<file path="src/rtl/div_seq.sv">
// Sequential 32-bit restoring divider (MIPS DIV semantics), one quotient bit per clock.
// Optional DIV_UNSIGNED_EN adds a div_unsigned input for DIVU; without it all divisions are signed.
//
// state | meaning
// IDLE  | waiting for div_control; latches operand magnitudes and signs
// CALC  | 32 restoring iterations, one quotient bit per edge
// FIX   | apply result signs, write lo_out/hi_out, raise div_end
// DONE  | completion cycle; also raises the divide-by-zero pulse one edge late
module div_seq (
    input  logic        clk,
    input  logic        reset,
    input  logic [31:0] a,
    input  logic [31:0] b,
    input  logic        div_control,
`ifdef DIV_UNSIGNED_EN
    input  logic        div_unsigned,
`endif
    output logic [31:0] lo_out,
    output logic [31:0] hi_out,
    output logic        div_end,
    output logic        div_zero
);

    typedef enum logic [1:0] {
        IDLE = 2'd0,
        CALC = 2'd1,
        FIX  = 2'd2,
        DONE = 2'd3
    } state_t;

    state_t      state_q;
    logic [31:0] dvd_q;
    logic [31:0] dvs_q;
    logic [31:0] rem_q;
    logic [31:0] lo_q;
    logic [31:0] hi_q;
    logic [4:0]  cnt_q;
    logic        sa_q;
    logic        neg_q;
    logic        zero_q;
    logic        div_end_q;
    logic        div_zero_q;

    logic        signed_op;
    logic [31:0] a_mag_d;
    logic [31:0] b_mag_d;
    logic [32:0] shift_d;
    logic [32:0] trial_d;
    logic [31:0] rem_d;
    logic [31:0] quo_d;

`ifdef DIV_UNSIGNED_EN
    assign signed_op = ~div_unsigned;
`else
    assign signed_op = 1'b1;
`endif

    // Remainder stays below the divisor, so a 33-bit trial difference never
    // overflows and its MSB is the borrow in both signed and unsigned modes.
    always_comb begin
        a_mag_d = (signed_op && a[31]) ? (32'd0 - a) : a;
        b_mag_d = (signed_op && b[31]) ? (32'd0 - b) : b;
        shift_d = {rem_q, dvd_q[31]};
        trial_d = shift_d - {1'b0, dvs_q};
        rem_d   = trial_d[32] ? shift_d[31:0] : trial_d[31:0];
        quo_d   = {dvd_q[30:0], ~trial_d[32]};
    end

    always_ff @(posedge clk) begin
        if (!reset) begin
            state_q    <= IDLE;
            dvd_q      <= '0;
            dvs_q      <= '0;
            rem_q      <= '0;
            lo_q       <= '0;
            hi_q       <= '0;
            cnt_q      <= '0;
            sa_q       <= 1'b0;
            neg_q      <= 1'b0;
            zero_q     <= 1'b0;
            div_end_q  <= 1'b0;
            div_zero_q <= 1'b0;
        end else begin
            case (state_q)
                IDLE: begin
                    div_end_q  <= 1'b0;
                    div_zero_q <= 1'b0;
                    if (div_control) begin
                        if (b == 32'd0) begin
                            zero_q  <= 1'b1;
                            state_q <= DONE;
                        end else begin
                            dvd_q   <= a_mag_d;
                            dvs_q   <= b_mag_d;
                            sa_q    <= signed_op & a[31];
                            neg_q   <= signed_op & (a[31] ^ b[31]);
                            rem_q   <= '0;
                            cnt_q   <= '0;
                            zero_q  <= 1'b0;
                            state_q <= CALC;
                        end
                    end
                end
                CALC: begin
                    rem_q <= rem_d;
                    dvd_q <= quo_d;
                    cnt_q <= cnt_q + 5'd1;
                    if (cnt_q == 5'd31) begin
                        state_q <= FIX;
                    end
                end
                FIX: begin
                    lo_q       <= neg_q ? (32'd0 - dvd_q) : dvd_q;
                    hi_q       <= sa_q ? (32'd0 - rem_q) : rem_q;
                    div_end_q  <= 1'b1;
                    div_zero_q <= 1'b0;
                    state_q    <= DONE;
                end
                DONE: begin
                    // A zero divisor reaches DONE straight from IDLE; its pulse is raised here.
                    div_end_q  <= zero_q;
                    div_zero_q <= zero_q;
                    zero_q     <= 1'b0;
                    state_q    <= IDLE;
                end
                default: begin
                    state_q <= IDLE;
                end
            endcase
        end
    end

    assign lo_out   = lo_q;
    assign hi_out   = hi_q;
    assign div_end  = div_end_q;
    assign div_zero = div_zero_q;

endmodule

</file>
<file path="config.mk">
export PLATFORM = sky130hd
export DESIGN_NAME = div_seq
export DESIGN_NICKNAME = d
export VERILOG_FILES = /design/src/rtl/div_seq.sv
export SDC_FILE = /design/constraint.sdc
export NUM_CORES = 1
export LEC_CHECK = 0
export ABC_AREA = 1
export CORE_MARGIN = 1.5
export CORE_UTILIZATION = 45
export CTS_CLUSTER_SIZE = 40
export DETAILED_ROUTE_END_ITERATION = 10
export PLACE_DENSITY = 0.76
export SYNTH_ARGS = -nofsm -noshare
export SYNTH_HDL_FRONTEND = slang
export SYNTH_SLANG_ARGS = --single-unit
export TNS_END_PERCENT = 1
</file>
<file path="constraint.sdc">
create_clock -name clk -period 2.6 [get_ports clk]
set_clock_uncertainty 0.1 [all_clocks]
set_input_delay 0.26 -clock clk [delete_from_list [all_inputs] [get_ports clk]]
set_output_delay 0.26 -clock clk [all_outputs]
set_load 0.05 [all_outputs]
</file>
==> impl_metrics.tcl, run 1 <==
set metrics [dict create \
    path_clk_slew_ns 0.07 \
    layout-drive-gt1-share_pct 6.821 \
    hpwl_um 30900 \
    critical_path_class "reg -> reg" \
    required_ns 2.88 \
    grt_max_degree 107 \
    p_clk_share_pct 27.8 \
    final_nets 2341 \
    synth_cells 2115 \
    cts_sinks 172 \
    grtUsageTotal_pct 27.45 \
    port_buffers 132 \
    switching_share_pct 42.22 \
    ys.flop_type "dfxtp_1" \
    layout_commonest_cell "nand2_1" \
    startpoint_type "flop" \
    htree_levels 4 \
    powerDensity_nw_per_um2 618.7 \
    crit_arrival_ns 2.80 \
    rsz0062_at_grt "true" \
    first_pass_iters 6 \
    crit_family "simple AND/OR/NAND/NOR gates" \
    fillers 2804 \
    cts_buffer_depth 2 \
    layout_common_cells "555 x nand2_1, 307 x inv_1, 207 x nor2_1" \
    insertion_delay_ns 0.45 \
    hold_viol_final 0 \
    tritoncts "built" \
    io_pins 133 \
    grt_pass1_wl_um 63850 \
    overflow 0 \
    synth_fp_nets 2226 \
    syn_area_per_cell_um2 6.060 \
    fin_cells 2621 \
    wl_per_cell_um 15.40 \
    path_cells "ha_1 > nand2_1 > inv_2 > nand2_1 > inv_2 > a21oi_2 > nand2_2 > nand2_4 > nand2_4 > nand2_8 > nand2_8 > buf_12 > nand2_1 > nand3_1 > a21oi_2" \
    synth_enable_flop_cells 0 \
    ys_types 49 \
    irDropWorstVdd_uv 459.9 \
    area_growth_pct 19.70 \
    vias 13910 \
    antenna_found_initial 0 \
    die_h_um 171.8 \
    hp-class "in -> reg" \
    power_leakage_nw 7.392 \
    tightest_slew_ns 0.7850 \
    async_flop_share_pct 0 \
    core_um2 27930 \
    drt_iter0_markers 1500 \
    finalMaxSlewViolations 0 \
    fp-row-count 61 \
    cap_violations 0 \
    globalplace.congestion 0.9690 \
    dp_cells 2588 \
    yosysSeqAreaShare_pct 26.86 \
    grt_pass1_vias 12460 \
    post-route-util_pct 54.92 \
    ant_nets 0 \
    die_w_um 171.8 \
    max_clock_freq_ghz 0.3968 \
    comb_power_share_pct 38.0 \
    routed_wl_um 40360 \
    multi_input_area_um2 7838 \
    cts_root_buf "clkbuf_16" \
    p_int_mw 5.485 \
    pwr-share-seq_pct 34.2 \
    path_buf_inv 3 \
    relSlewSlack_pct 47.61 \
    end_kind "flop" \
    seq_area_um2 3446 \
    dieArea_um2 29500 \
    ys_seq_elements 172 \
    status "complete, no violations" \
    fin_crit_ns 2.520 \
    p_sw_mw 4.008 \
    crit_slowest_cell "dfxtp_1" \
    period_share_pct 96.93 \
    initial_core_util_pct 45.88 \
    critPathMaxStageDelay_ns 0.53 \
    cts_made_buffers 17 \
    cpMostUsedCell "nand2_1" \
    synth_area_um2 12820 \
    setup_viol 0 \
    routed_via_density 5.306 \
    yosysWarnings 0 \
    cts_hold_buf 0 \
    cp_max_fo 21 \
    drcViolationCount 0 \
    n_antenna_cell 0 \
]
## logic make-up after synthesis
group,count (synthesis),share of synthesized area [%]
AOI/OAI and AO/OA,391,16.93
xor gates and xnor gates,78,5.330
adders and majority gates,44,4.354
buffers and inverters,412,12.87
DFF,172,26.86
and+or+nand+nor,1018,33.66
## sequential cells by signal (all words and copies together) (netlist names), 2 cells and up
name,flops
state_q,2
cnt_q,5
hi_out,32
dvs_q,32
dvd_q,32
lo_out,32
rem_q,32
## area by class of cell
class                           count  area share (%)
Clock inverter                     14           1.076
Multi-Input combinational cell   1532           51.08
Timing Repair Buffer              179           11.47
Inverter                          328           8.025
Clock buffer                       18           2.797
Sequential cell                   172           22.46
Tap cell                          378           3.083
## worst reg2reg max path: cells and delay by family (launching register included)
family,cells,cell delay (ns)
AOI/OAI and AO/OA,2,0.32
adders and majority gates,1,0.35
buffers and inverters,3,0.28
DFF,1,0.53
and+or+nand+nor,9,0.89
## power by group through the flow
stage	combinational (mW)	clock (mW)	sequential (mW)
after floorplan	2.27	0	3.43
after detailed placement	3.48	0	3.29
after global placement	3.44	0	3.28
final	3.61	2.64	3.24
after CTS	3.50	2.67	3.23
after global routing	3.98	2.79	3.28
## synth_stat cells (16+ instances only)
| master | n | area, um2 |
|---|---|---|
| nor3_1 | 28 | 140.1 |
| a21oi_1 | 162 | 810.8 |
| nand2_1 | 556 | 2087 |
| buf_2 | 16 | 80.08 |
| inv_1 | 308 | 1156 |
| ha_1 | 43 | 538.0 |
| o211ai_1 | 21 | 157.7 |
| o21ai_0 | 150 | 750.7 |
| clkbuf_1 | 51 | 191.4 |
| nand4_1 | 16 | 100.1 |
| dfxtp_1 | 172 | 3443 |
| nor2_1 | 208 | 780.8 |
| o221ai_1 | 18 | 157.7 |
| inv_2 | 18 | 67.56 |
| xnor2_1 | 21 | 183.9 |
| nand3_1 | 153 | 765.7 |
| xor2_1 | 57 | 499.2 |
## final timing paths
path / start / slack, ns / end / cells past startpoint
min reg2reg: dvd_q[31]$_SDFFE_PN0P_ / 0.37 / dvd_q[31]$_SDFFE_PN0P_ / 2
min: reset / 0.25 / state_q[1]$_SDFFE_PN0P_ / 3
max reg2reg: rem_q[12]$_SDFFE_PN0P_ / 0.08 / rem_q[23]$_SDFFE_PN0P_ / 15
max: rem_q[12]$_SDFFE_PN0P_ / 0.08 / rem_q[23]$_SDFFE_PN0P_ / 15
## metrics by stage
stage,setup slack (ns),instance area [um2],setup TNS (ns),hold slack [ns],total power [mW]
final,0.07991,15340,0,0.2456,9.493
after global routing,-0.06509,15340,-0.8851,0.2811,10.05
after CTS,0.03077,15240,0,0.2522,9.398
after detailed placement,-0.03015,14650,-0.4047,0.3571,6.764
after global placement,-0.01597,14650,-0.09320,0.3551,6.723
after floorplan,0.3311,12820,0,0.2978,5.694
## per-layer routing
layer,wire [um],part of all wire (%),GRT usage [%],up-vias
li1,-,-,-,7003
met1,18700,46,38.06,6316
met2,17700,44,43.18,518
met3,2834,7.0,4.027,70
met4,1129,2.8,9.679,0
met5,0,0,0,-
## timing repair
action | CTS | global route
endpoints found under the setup margin | 0 | 37
buffers inserted | 0 | 0
endpoints found under the hold margin | 0 | 0
gates resized for setup | 0 | 17
No activity file was read; power rests on OpenSTA's default activity.
==> run 2, diff against run 1 <==
Settings changed: CTS_CLUSTER_DIAMETER from default to 150, TNS_END_PERCENT 1 to default.
==> impl_metrics.tcl, run 2 (synthesized netlist as in run 1, its figures left out) <==
set metrics [dict create \
    status "complete, no violations" \
    wl_per_cell_um 15.41 \
    switching_share_pct 42.28 \
    end_kind "flop" \
    antenna_found_initial 0 \
    drcViolationCount 0 \
    hpwl_um 30900 \
    finalMaxSlewViolations 0 \
    final_nets 2343 \
    overflow 0 \
    layout_commonest_cell "nand2_1" \
    fp-row-count 61 \
    die_w_um 171.8 \
    cap_violations 0 \
    p_int_mw 5.499 \
    routed_via_density 5.309 \
    p_sw_mw 4.029 \
    cts_hold_buf 0 \
    layout_common_cells "554 x nand2_1, 305 x inv_1, 208 x nor2_1" \
    grt_max_degree 107 \
    hold_viol_final 0 \
    globalplace.congestion 0.9690 \
    initial_core_util_pct 45.88 \
    crit_arrival_ns 2.79 \
    period_share_pct 96.63 \
    fin_crit_ns 2.512 \
    port_buffers 132 \
    die_h_um 171.8 \
    irDropWorstVdd_uv 460.3 \
    r2r_slack_ns 0.09 \
    vias 13930 \
    p_clk_share_pct 27.9 \
    ant_nets 0 \
    insertion_delay_ns 0.44 \
    power_mw 9.528 \
    first_pass_iters 8 \
    grtUsageTotal_pct 27.45 \
    tightest_slew_ns 0.7925 \
    grt_pass1_wl_um 63850 \
    cts_root_buf "clkbuf_16" \
    core_um2 27930 \
    io_pins 133 \
    n_antenna_cell 0 \
    power_leakage_nw 7.402 \
    area_growth_pct 20.32 \
    tritoncts "built" \
    grt_pass1_vias 12460 \
    cp_max_fo 12 \
    comb_power_share_pct 38.0 \
    critPathMaxStageDelay_ns 0.38 \
    powerDensity_nw_per_um2 617.8 \
    post-route-util_pct 55.21 \
    path_cells "inv_1 > ha_1 > nand2_1 > nand2_1 > a21oi_2 > nand2_2 > nand2_2 > nand2_2 > nand2_4 > nand2_4 > nand2_8 > nand2_8 > clkbuf_16 > nand2_1 > nand3_1 > a21oi_1" \
    required_ns 2.88 \
    hp-class "in -> reg" \
    setup_viol 0 \
    relSlewSlack_pct 47.11 \
    max_clock_freq_ghz 0.3980 \
    dieArea_um2 29500 \
    crit_slowest_cell "ha_1" \
    pwr-share-seq_pct 34.0 \
    layout-drive-gt1-share_pct 7.483 \
    path_clk_slew_ns 0.08 \
    cts_sinks 172 \
    cts_made_buffers 17 \
    routed_wl_um 40430 \
    critical_path_class "reg -> reg" \
    htree_levels 4 \
    drt_iter0_markers 1591 \
    cts_buffer_depth 2 \
    startpoint_type "flop" \
]
## run 2: timing repair
item	4_1_cts	5_1_grt
endpoints found under the setup margin	0	37
buffers inserted	0	1
resized for setup	0	30
## run 2: power groups by stage
| stage | combinational, mW | sequential, mW | clock [mW] |
|---|---|---|---|
| finish | 3.62 | 3.24 | 2.66 |
| detailed placement | 3.48 | 3.29 | 0 |
| global placement | 3.44 | 3.28 | 0 |
| global route | 4.00 | 3.28 | 2.79 |
| CTS | 3.50 | 3.23 | 2.67 |
| floorplan | 2.27 | 3.43 | 0 |
## run 2: area by class of cell
cell class | instances | area [um2]
Clock buffer | 18 | 429.2
Clock inverter | 14 | 165.2
Fill cell | 2794 | 12510
Inverter | 328 | 1231
Multi-Input combinational cell | 1532 | 7876
Sequential cell | 172 | 3451
Tap cell | 378 | 473.0
Timing Repair Buffer | 181 | 1797
## run 2: per-stage QoR
stage | setup WS (ns) | std cells | hold WS, ns | cell area, um2 | setup TNS, ns
after global routing | -0.01456 | 2623 | 0.2811 | 15420 | -0.07009
after floorplan | 0.3311 | 2115 | 0.2978 | 12820 | 0
after detailed placement | -0.03015 | 2588 | 0.3571 | 14650 | -0.4047
final | 0.08752 | 2623 | 0.2468 | 15420 | 0
after global placement | -0.01597 | 2588 | 0.3551 | 14650 | -0.09320
after CTS | 0.03077 | 2620 | 0.2522 | 15240 | 0
## run 2: path summary, 6_finish.rpt
check / startpoint / to / cells after the start
max: dvs_q[7]$_SDFFE_PN0P_ / rem_q[9]$_SDFFE_PN0P_ / 16
min: reset / state_q[1]$_SDFFE_PN0P_ / 3
max reg2reg: dvs_q[7]$_SDFFE_PN0P_ / rem_q[9]$_SDFFE_PN0P_ / 16
min reg2reg: dvd_q[31]$_SDFFE_PN0P_ / dvd_q[31]$_SDFFE_PN0P_ / 2
## run 2: metal layers
layer,track usage [%],part of all wire (%),routed length [um]
met1,38.06,46,18580
met2,43.18,44,17700
met3,4.027,7.5,3012
met4,9.679,2.8,1135
met5,0,0,0
## run 2: worst max-delay path, delay by kind of cell (launching register included)
kind	cells	cell delay (ns)
AO/OA/AOI/OAI	2	0.35
adder cells (fa/ha/maj)	1	0.38
buffers and inverters	2	0.30
flip-flops	1	0.34
AND/OR/NAND/NOR	11	0.97
==> run 3, diff against run 2 <==
Settings changed: CTS_CLUSTER_SIZE 40 to 24, HOLD_SLACK_MARGIN from default to 0.06.
==> results of run 3 <==
Same layout as run 2: the final DEF is identical, and so are final timing and power.
